[config.mk]
export PLATFORM = sky130hd
export DESIGN_NAME = alu_pipe_flat
export DESIGN_NICKNAME = d
export VERILOG_FILES = /design/src/rtl/alu_pipe_if.sv /design/src/rtl/alu_pipe.sv /design/src/flat_wrapper.sv
export SDC_FILE = /design/constraint.sdc
export NUM_CORES = 1
export LEC_CHECK = 0
export CAP_MARGIN = 20
export CORE_ASPECT_RATIO = 1.75
export CORE_UTILIZATION = 55
export CTS_CLUSTER_SIZE = 24
export DETAILED_ROUTE_END_ITERATION = 8
export PLACE_DENSITY_LB_ADDON = 0.3
export SLEW_MARGIN = 10
export SYNTH_ARGS = -nofsm -noshare
export SYNTH_HDL_FRONTEND = slang
export SYNTH_SLANG_ARGS = --single-unit
[constraint.sdc]
create_clock -name clk -period 3.91 [get_ports clk]
set_input_delay 0.391 -clock clk [delete_from_list [all_inputs] [get_ports clk]]
set_output_delay 0.391 -clock clk [all_outputs]
set_load 0.02 [all_outputs]
[src/rtl/alu_pipe_if.sv]
// Handshake bundle for alu_pipe: operand side (in_*) from decode, result side (out_*) to write-back.
// master = the environment driving operands and sinking results; slave = the ALU.
interface alu_pipe_if #(
  parameter int unsigned WIDTH = 64
);
  logic             in_valid;
  logic             in_ready;
  logic [1:0]       op;
  logic [WIDTH-1:0] a;
  logic [WIDTH-1:0] b;
  logic             set_cc;
  logic             out_valid;
  logic             out_ready;
  logic [WIDTH-1:0] result;
  logic [2:0]       cc;

  modport master (
    output in_valid, op, a, b, set_cc, out_ready,
    input  in_ready, out_valid, result, cc
  );

  modport slave (
    input  in_valid, op, a, b, set_cc, out_ready,
    output in_ready, out_valid, result, cc
  );
endinterface

[src/rtl/alu_pipe.sv]
// alu_pipe: pipelined Y86-64 OPq ALU (ADD/SUB/AND/XOR) with valid/ready on both sides.
// Define ALU_CC_EN to build the flag logic and the program-order condition-code register.
module alu_pipe #(
  parameter int unsigned WIDTH = 64,
  parameter int unsigned PIPE  = 1
) (
  input logic       clk,
  input logic       rst,
  alu_pipe_if.slave bus
);
  logic             adv;
  logic [WIDTH-1:0] res_d;
  logic [PIPE-1:0]  vld_q;
  logic [WIDTH-1:0] res_q [PIPE];

  // Whole pipe moves as one; a stalled output freezes every slot.
  assign adv           = !vld_q[PIPE-1] || bus.out_ready;
  assign bus.in_ready  = adv;
  assign bus.out_valid = vld_q[PIPE-1];
  assign bus.result    = res_q[PIPE-1];

  // Y86 operand order: b is the destination operand, so SUB is b - a.
  always_comb begin
    res_d = '0;
    unique case (bus.op)
      2'd0:    res_d = bus.b + bus.a;
      2'd1:    res_d = bus.b - bus.a;
      2'd2:    res_d = bus.b & bus.a;
      2'd3:    res_d = bus.b ^ bus.a;
      default: res_d = '0;
    endcase
  end

  always_ff @(posedge clk or posedge rst) begin
    if (rst) begin
      vld_q <= '0;
      for (int i = 0; i < PIPE; i++) res_q[i] <= '0;
    end else if (adv) begin
      vld_q[0] <= bus.in_valid;
      res_q[0] <= res_d;
      for (int i = 1; i < PIPE; i++) begin
        vld_q[i] <= vld_q[i-1];
        res_q[i] <= res_q[i-1];
      end
    end
  end

`ifdef ALU_CC_EN
  logic            sa;
  logic            sb;
  logic            sr;
  logic            of_d;
  logic [2:0]      fl_d;
  logic [2:0]      fl_q [PIPE];
  logic [PIPE-1:0] sc_q;
  logic [2:0]      cc_q;

  assign sa = bus.a[WIDTH-1];
  assign sb = bus.b[WIDTH-1];
  assign sr = res_d[WIDTH-1];

  always_comb begin
    of_d = 1'b0;
    unique case (bus.op)
      2'd0:    of_d = (sa == sb) && (sr != sa);
      2'd1:    of_d = (sa != sb) && (sr != sb);
      default: of_d = 1'b0;
    endcase
  end

  assign fl_d = {res_d == '0, sr, of_d};

  // Flags travel with their op and only commit on the retiring handshake.
  always_ff @(posedge clk or posedge rst) begin
    if (rst) begin
      sc_q <= '0;
      for (int i = 0; i < PIPE; i++) fl_q[i] <= '0;
      cc_q <= 3'b100;
    end else begin
      if (adv) begin
        fl_q[0] <= fl_d;
        sc_q[0] <= bus.set_cc;
        for (int i = 1; i < PIPE; i++) begin
          fl_q[i] <= fl_q[i-1];
          sc_q[i] <= sc_q[i-1];
        end
      end
      if (vld_q[PIPE-1] && bus.out_ready && sc_q[PIPE-1]) cc_q <= fl_q[PIPE-1];
    end
  end

  assign bus.cc = cc_q;
`else
  logic unused_set_cc;
  assign unused_set_cc = bus.set_cc;
  assign bus.cc        = 3'b000;
`endif
endmodule

[src/flat_wrapper.sv]
// flat-port wrapper written by rule: the top's interface ports become plain ports
module alu_pipe_flat 
#(
  parameter int unsigned WIDTH = 64,
  parameter int unsigned PIPE  = 1
)
  (clk, rst, bus_in_valid, bus_op, bus_a, bus_b, bus_set_cc, bus_out_ready, bus_in_ready, bus_out_valid, bus_result, bus_cc);
  alu_pipe_if #(.WIDTH(WIDTH)) bus_i ();
  input logic clk;
  input logic rst;
  input wire logic [$bits(bus_i.in_valid)-1:0] bus_in_valid;
  input wire logic [$bits(bus_i.op)-1:0] bus_op;
  input wire logic [$bits(bus_i.a)-1:0] bus_a;
  input wire logic [$bits(bus_i.b)-1:0] bus_b;
  input wire logic [$bits(bus_i.set_cc)-1:0] bus_set_cc;
  input wire logic [$bits(bus_i.out_ready)-1:0] bus_out_ready;
  output wire logic [$bits(bus_i.in_ready)-1:0] bus_in_ready;
  output wire logic [$bits(bus_i.out_valid)-1:0] bus_out_valid;
  output wire logic [$bits(bus_i.result)-1:0] bus_result;
  output wire logic [$bits(bus_i.cc)-1:0] bus_cc;
  assign bus_i.in_valid = bus_in_valid;
  assign bus_i.op = bus_op;
  assign bus_i.a = bus_a;
  assign bus_i.b = bus_b;
  assign bus_i.set_cc = bus_set_cc;
  assign bus_i.out_ready = bus_out_ready;
  assign bus_in_ready = bus_i.in_ready;
  assign bus_out_valid = bus_i.out_valid;
  assign bus_result = bus_i.result;
  assign bus_cc = bus_i.cc;
  alu_pipe #(.WIDTH(WIDTH), .PIPE(PIPE)) u_core (.clk(clk), .rst(rst), .bus(bus_i));
endmodule
==> summary.md, run 1 <==
| Metric | Value |
|---|---|
| Mapped Area | 9410 um^2 |
| Synth area leaders | dfrtp_1 17%, ha_1 17%, a21oi_1 8.2%, xor2_1 6.1%, mux2i_1 5.1% |
| Clock Sink Count | 65 |
| Count leader, synth | a21oi_1 |
| Status | did not finish |
| DP Wirelength | 32400 um |
| Failing step | global routing |
| Post-Syn Area per Cell | 7.77 um^2 |
| Clk root buf | clkbuf_16 |
| Number of port buffers | 199 |
| # rows | 62 |
| Yosys top cell by area | dfrtp_1 |
| Ports | 204 |
| Mux contribution to synthesized area | 7.62% |
| Die W | 101 um |
| Starting Density | 56.7% |
| EDFF count, synth | 0 |
| First-pass GRT wire length | 106000 um |
| Seq cells post-synth | 65 |
| Halt Reason | [ERROR GRT-0116] Global routing finished with congestion. Check the congestion regions in the DRC Viewer. |
| Netlist cell types | 71 |
| Die height | 175 um |
| Mapped Cells | 1211 |
| Number of global-route vias before repair | 17500 |
| Synth top area share | 17.3% |
| Compound-Gate Fraction of Synth Area | 25.1% |
| GPL Wtd Cong | 1.02 |
| Clock Path Buffers | 2 |
| Synth Area in XOR/XNOR | 11.1% |
| H-tree levels | 3 |
| Aggregate global-route resource usage | 78.3% |
| Largest net degree at the start of global routing | 66 |
| Total CTS buffers | 9 |
| Combinational family with the most area after synthesis | compound AO/OA/AOI/OAI gates |
| Sequential area share after synthesis | 17.3% |
| Async SR Flop Fraction | 100% |
| Post-synth top flop | dfrtp_1 |
| Hold Buf Count CTS | 0 |
| Grt total ovfl | 165 |
| Most common library cells after synthesis | 154 x a21oi_1, 128 x ha_1, 119 x nor2_1 |
| Adder-cell share of the synthesized area | 17.2% |
| Syn. warnings | 0 |
| DP Cell Count | 1910 |
| Simple-gate portion of the synthesized area | 17.6% |
[through the flow]
stage | TNS [ns] | cell area [um^2] | setup slack, ns | util, %
after floorplan | -8.99 | 9610 | -0.850 | -
after global placement | -48.52 | 14200 | -1.38 | 85.4
after CTS | -12.77 | 15700 | -0.603 | 94.6
after detailed placement | -53.33 | 14200 | -1.50 | 85.4
[kinds of logic after synthesis]
| family | Yosys count |
|---|---|
| fa+ha+maj | 129 |
| mux | 69 |
| flops | 65 |
| compound gates | 388 |
| other cells | 1 |
| buf+inv | 96 |
| xor+xnor | 119 |
| simple gates | 344 |
[what timing repair did]
action | in CTS
pin swaps | 117
gates cloned | 0
endpoints found under the setup margin | 48
resized for setup | 259
buffers inserted | 50
[layer usage]
| layer | GRT overflow | GRT usage [%] |
|---|---|---|
| met5 | 1 | 8.28 |
| met4 | 68 | 86.9 |
| met3 | 6 | 57.6 |
| met2 | 87 | 97.0 |
| met1 | 3 | 77.3 |
==> run 2: changes to the inputs <==
--- a/config.mk
+++ b/config.mk
@@ -6,11 +6,9 @@
 export NUM_CORES = 1
 export LEC_CHECK = 0
 export CAP_MARGIN = 20
-export CORE_ASPECT_RATIO = 1.75
-export CORE_UTILIZATION = 55
-export CTS_CLUSTER_SIZE = 24
+export CORE_UTILIZATION = 40
 export DETAILED_ROUTE_END_ITERATION = 8
-export PLACE_DENSITY_LB_ADDON = 0.3
+export PLACE_DENSITY_LB_ADDON = 0.15
 export SLEW_MARGIN = 10
 export SYNTH_ARGS = -nofsm -noshare
 export SYNTH_HDL_FRONTEND = slang
==> summary.md, run 2 <==
| Metric | Value |
|---|---|
| Status | complete, but fails checks |
| Failing checks | setup timing |
| ANT cells | 0 |
| Via density | 5.62 |
| # rows | 55 (-11%) |
| Syn. warnings | 0 (unchanged) |
| Post-DP Area | 14100 um^2 (-0.22%) |
| Min Tclk post-route | 4.70 ns |
| Yosys top cell by area | dfrtp_1 |
| Max FO, Critical Path | 4 |
| Sequential area share after synthesis | 17.3% (unchanged) |
| Area of the core | 22800 um^2 |
| Clock Path Buffers | 2 (unchanged) |
| Type of origin of the critical path | primary input |
| Slowest-stage cell, CP | or4_4 |
| Hold Buf Count CTS | 0 (unchanged) |
| Routed wire length | 39000 um |
| CTS tree | yes |
| Count leader, synth | a21oi_1 |
| RSZ-0062 raised after global routing | true |
| DP Wirelength | 28100 um (-13%) |
| Hold_sp | u_core.bus.result[0]$_DFFE_PP0P_ |
| Worst reg2reg startpoint | u_core.bus.out_valid$_DFFE_PP0P_ |
| Drt drc | 0 |
| Finished Layout Cells | 2052 |
| Starting Density | 41.2% (-15 points) |
| Hold WC Path Type | reg2reg |
| Synth area leaders | dfrtp_1 17%, ha_1 17%, a21oi_1 8.2%, xor2_1 6.1%, mux2i_1 5.1% |
| Nets | 1998 |
| Clock latency on the worst-skew pair | 0.36 ns |
| Setup TNS | -17.69 ns |
| Pwr Density | 317 nW/um^2 |
| Worst hold stages | 2 |
| Worst Max-Slew Pin Slew | 0.942 ns |
| Worst setup path class | in2reg |
| Crit path top cell by count | buf_6 |
| Setup Viol. Count Final | 41 |
| Largest net degree at the start of global routing | 66 |
| Total CTS buffers | 9 (unchanged) |
| Synth-to-Final Area Change | 73.1% |
| GPL Wtd Cong | 0.961 (-6.1%) |
| Post-synth top flop | dfrtp_1 |
| Async SR Flop Fraction | 100% (unchanged) |
| VDD IR max | 218 uV |
| Grt total ovfl | 0 |
| Worst reg2reg path depth | 7 |
| Fmax | 213 MHz |
| Tot Pwr | 5160 uW |
| H-tree levels | 3 (unchanged) |
| Clock Sink Count | 65 (unchanged) |
| Slew margin rel. | 37.2% |
| DP Cell Count | 1978 (+3.6%) |
| Die area | 24100 um^2 |
| First-pass GRT wire length | 58400 um |
| Ports | 204 (unchanged) |
| Die height | 155 um (-11%) |
| Worst EP arrival | 4.94 ns |
| Final Util | 71.3% |
| Via Count | 11500 |
| Commonest cells after routing, fill and taps aside | 333 x buf_4, 183 x clkdlybuf4s50_1, 121 x ha_1 |
| Number of global-route vias before repair | 11300 |
| Slowest stage delay, CP | 0.54 ns |
| Max-Cap Viols | 0 |
| DRT iter0 DRCs | 579 |
| Synth top area share | 17.3% (unchanged) |
| Pins Over Slew Limit | 0 |
| EDFF count, synth | 0 (unchanged) |
| Post-Layout Inst Area | 16300 um^2 |
| Post-Syn Area per Cell | 7.77 um^2 (unchanged) |
| Seq cells post-synth | 65 (unchanged) |
| Clk root buf | clkbuf_16 |
| LEAKAGE | 0.00745 uW |
| Post-DRT Antenna Nets | 0 |
| Most common library cells after synthesis | 154 x a21oi_1, 128 x ha_1, 119 x nor2_1 |
| CP Cell Sequence | buf_6 -> or4_4 -> or4_4 -> nor4_4 -> buf_4 -> buf_6 -> nand3_4 -> buf_6 -> o31ai_4 -> xor2_1 -> ha_1 -> a21oi_2 -> o21ai_0 -> a21oi_1 -> o21ai_0 -> a21o_1 -> a21o_1 -> a31oi_4 -> buf_6 -> o21bai_1 -> xnor2_1 -> a21oi_1 |
| Mapped Cells | 1211 (unchanged) |
| Antenna violations before repair | 0 |
| Worst clock skew | 0.00903 ns |
| Max reg flops | 64 |
| Most common cell after layout, fill and taps aside | buf_4 |
| Hold Path End | u_core.bus.result[0]$_DFFE_PP0P_ |
| Netlist cell types | 71 (unchanged) |
| Drt wl/cell | 19.0 um |
| Reg clk slew, reported paths | 0.06 ns |
| Die W | 155 um (+54%) |
| Setup ws final | -0.788 ns |
| Worst reg2reg setup slack | 1.90 ns |
| Mapped Area | 9410 um^2 (unchanged) |
| Number of port buffers | 199 (unchanged) |
| Layout cell share with drive strength beyond 1 | 36.9% |
| R2R Path End | u_core.bus.result[59]$_DFFE_PP0P_ |
| Filler cells | 1756 |
| Crit end category | register |
| Aggregate global-route resource usage | 30.7% |
| Final hold violation count | 0 |
| WP data required | 4.15 ns |
| 1st-pass router iterations | 5 |
| Final Cycle Share | 120% |
[run 2: how the worst max path moves through the flow]
stage                  start                           endpoint  slack, ns  cells after the start
floorplan           bus_a[6]  u_core.bus.result[61]$_DFFE_PP0P_      -0.85                     17
global placement    bus_a[6]  u_core.bus.result[61]$_DFFE_PP0P_      -1.42                     18
detailed placement  bus_a[6]  u_core.bus.result[61]$_DFFE_PP0P_      -1.48                     17
CTS                 bus_a[3]  u_core.bus.result[57]$_DFFE_PP0P_      -0.70                     18
global route        bus_a[2]  u_core.bus.result[57]$_DFFE_PP0P_      -0.88                     22
finish              bus_a[2]  u_core.bus.result[57]$_DFFE_PP0P_      -0.79                     22
[run 2: critical path, delay by kind of cell]
| family | cells | cell delay (ns) |
|---|---|---|
| adders and majority gates | 1 | 0.25 |
| xor gates and xnor gates | 2 | 0.28 |
| buffers and inverters | 5 | 0.71 |
| and+or+nand+nor | 4 | 1.47 |
| AOI/OAI and AO/OA | 10 | 1.83 |
[run 2: area by class of cell]
class	instances	area (um^2)	area share [%]
inverter	26	97.6	0.599
clock inverter	4	75.1	0.461
tap	313	392	2.40
clock buffer	12	256	1.57
timing repair buffer	580	5040	30.9
sequential	65	1630	9.99
multi-input combinational	1052	8800	54.0
[run 2: what timing repair did]
item,CTS,global route
buffers inserted,40,31
gates resized for setup,217,131
pin swaps,119,115
setup endpoints to repair,48,45
hold endpoints to repair,0,0
[run 2: power by group]
part / total [uW] / internal [uW] / switching, uW
clock network: 957 / 594 / 362
logic: 3290 / 1640 / 1650
registers: 915 / 817 / 98.5
[run 2: logic make-up after synthesis]
logic type | Yosys count | share of synthesized area [%]
xor gates and xnor gates | 119 | 11.1
other | 1 | 0.0399
DFF | 65 | 17.3
and+or+nand+nor | 344 | 17.6
AOI/OAI and AO/OA | 388 | 25.1
buffers and inverters | 96 | 4.03
muxes | 69 | 7.62
adders and majority gates | 129 | 17.2
[run 2: routing by layer]
layer | part of all wire (%) | vias to the layer above | GRT usage [%]
met4 | 2.3 | 0 | 9.15
li1 | - | 5487 | -
met5 | 0 | - | 0
met1 | 43 | 5542 | 39.4
met2 | 49 | 422 | 52.6
met3 | 5.6 | 76 | 5.01
[run 2: metrics by stage]
stage,setup slack [ns],hold WS [ns]
floorplan,-0.850,0.499
global placement,-1.42,0.458
detailed placement,-1.48,0.476
CTS,-0.702,0.491
global route,-0.879,0.510
finish,-0.788,0.493
No activity file was read; power rests on OpenSTA's default activity.
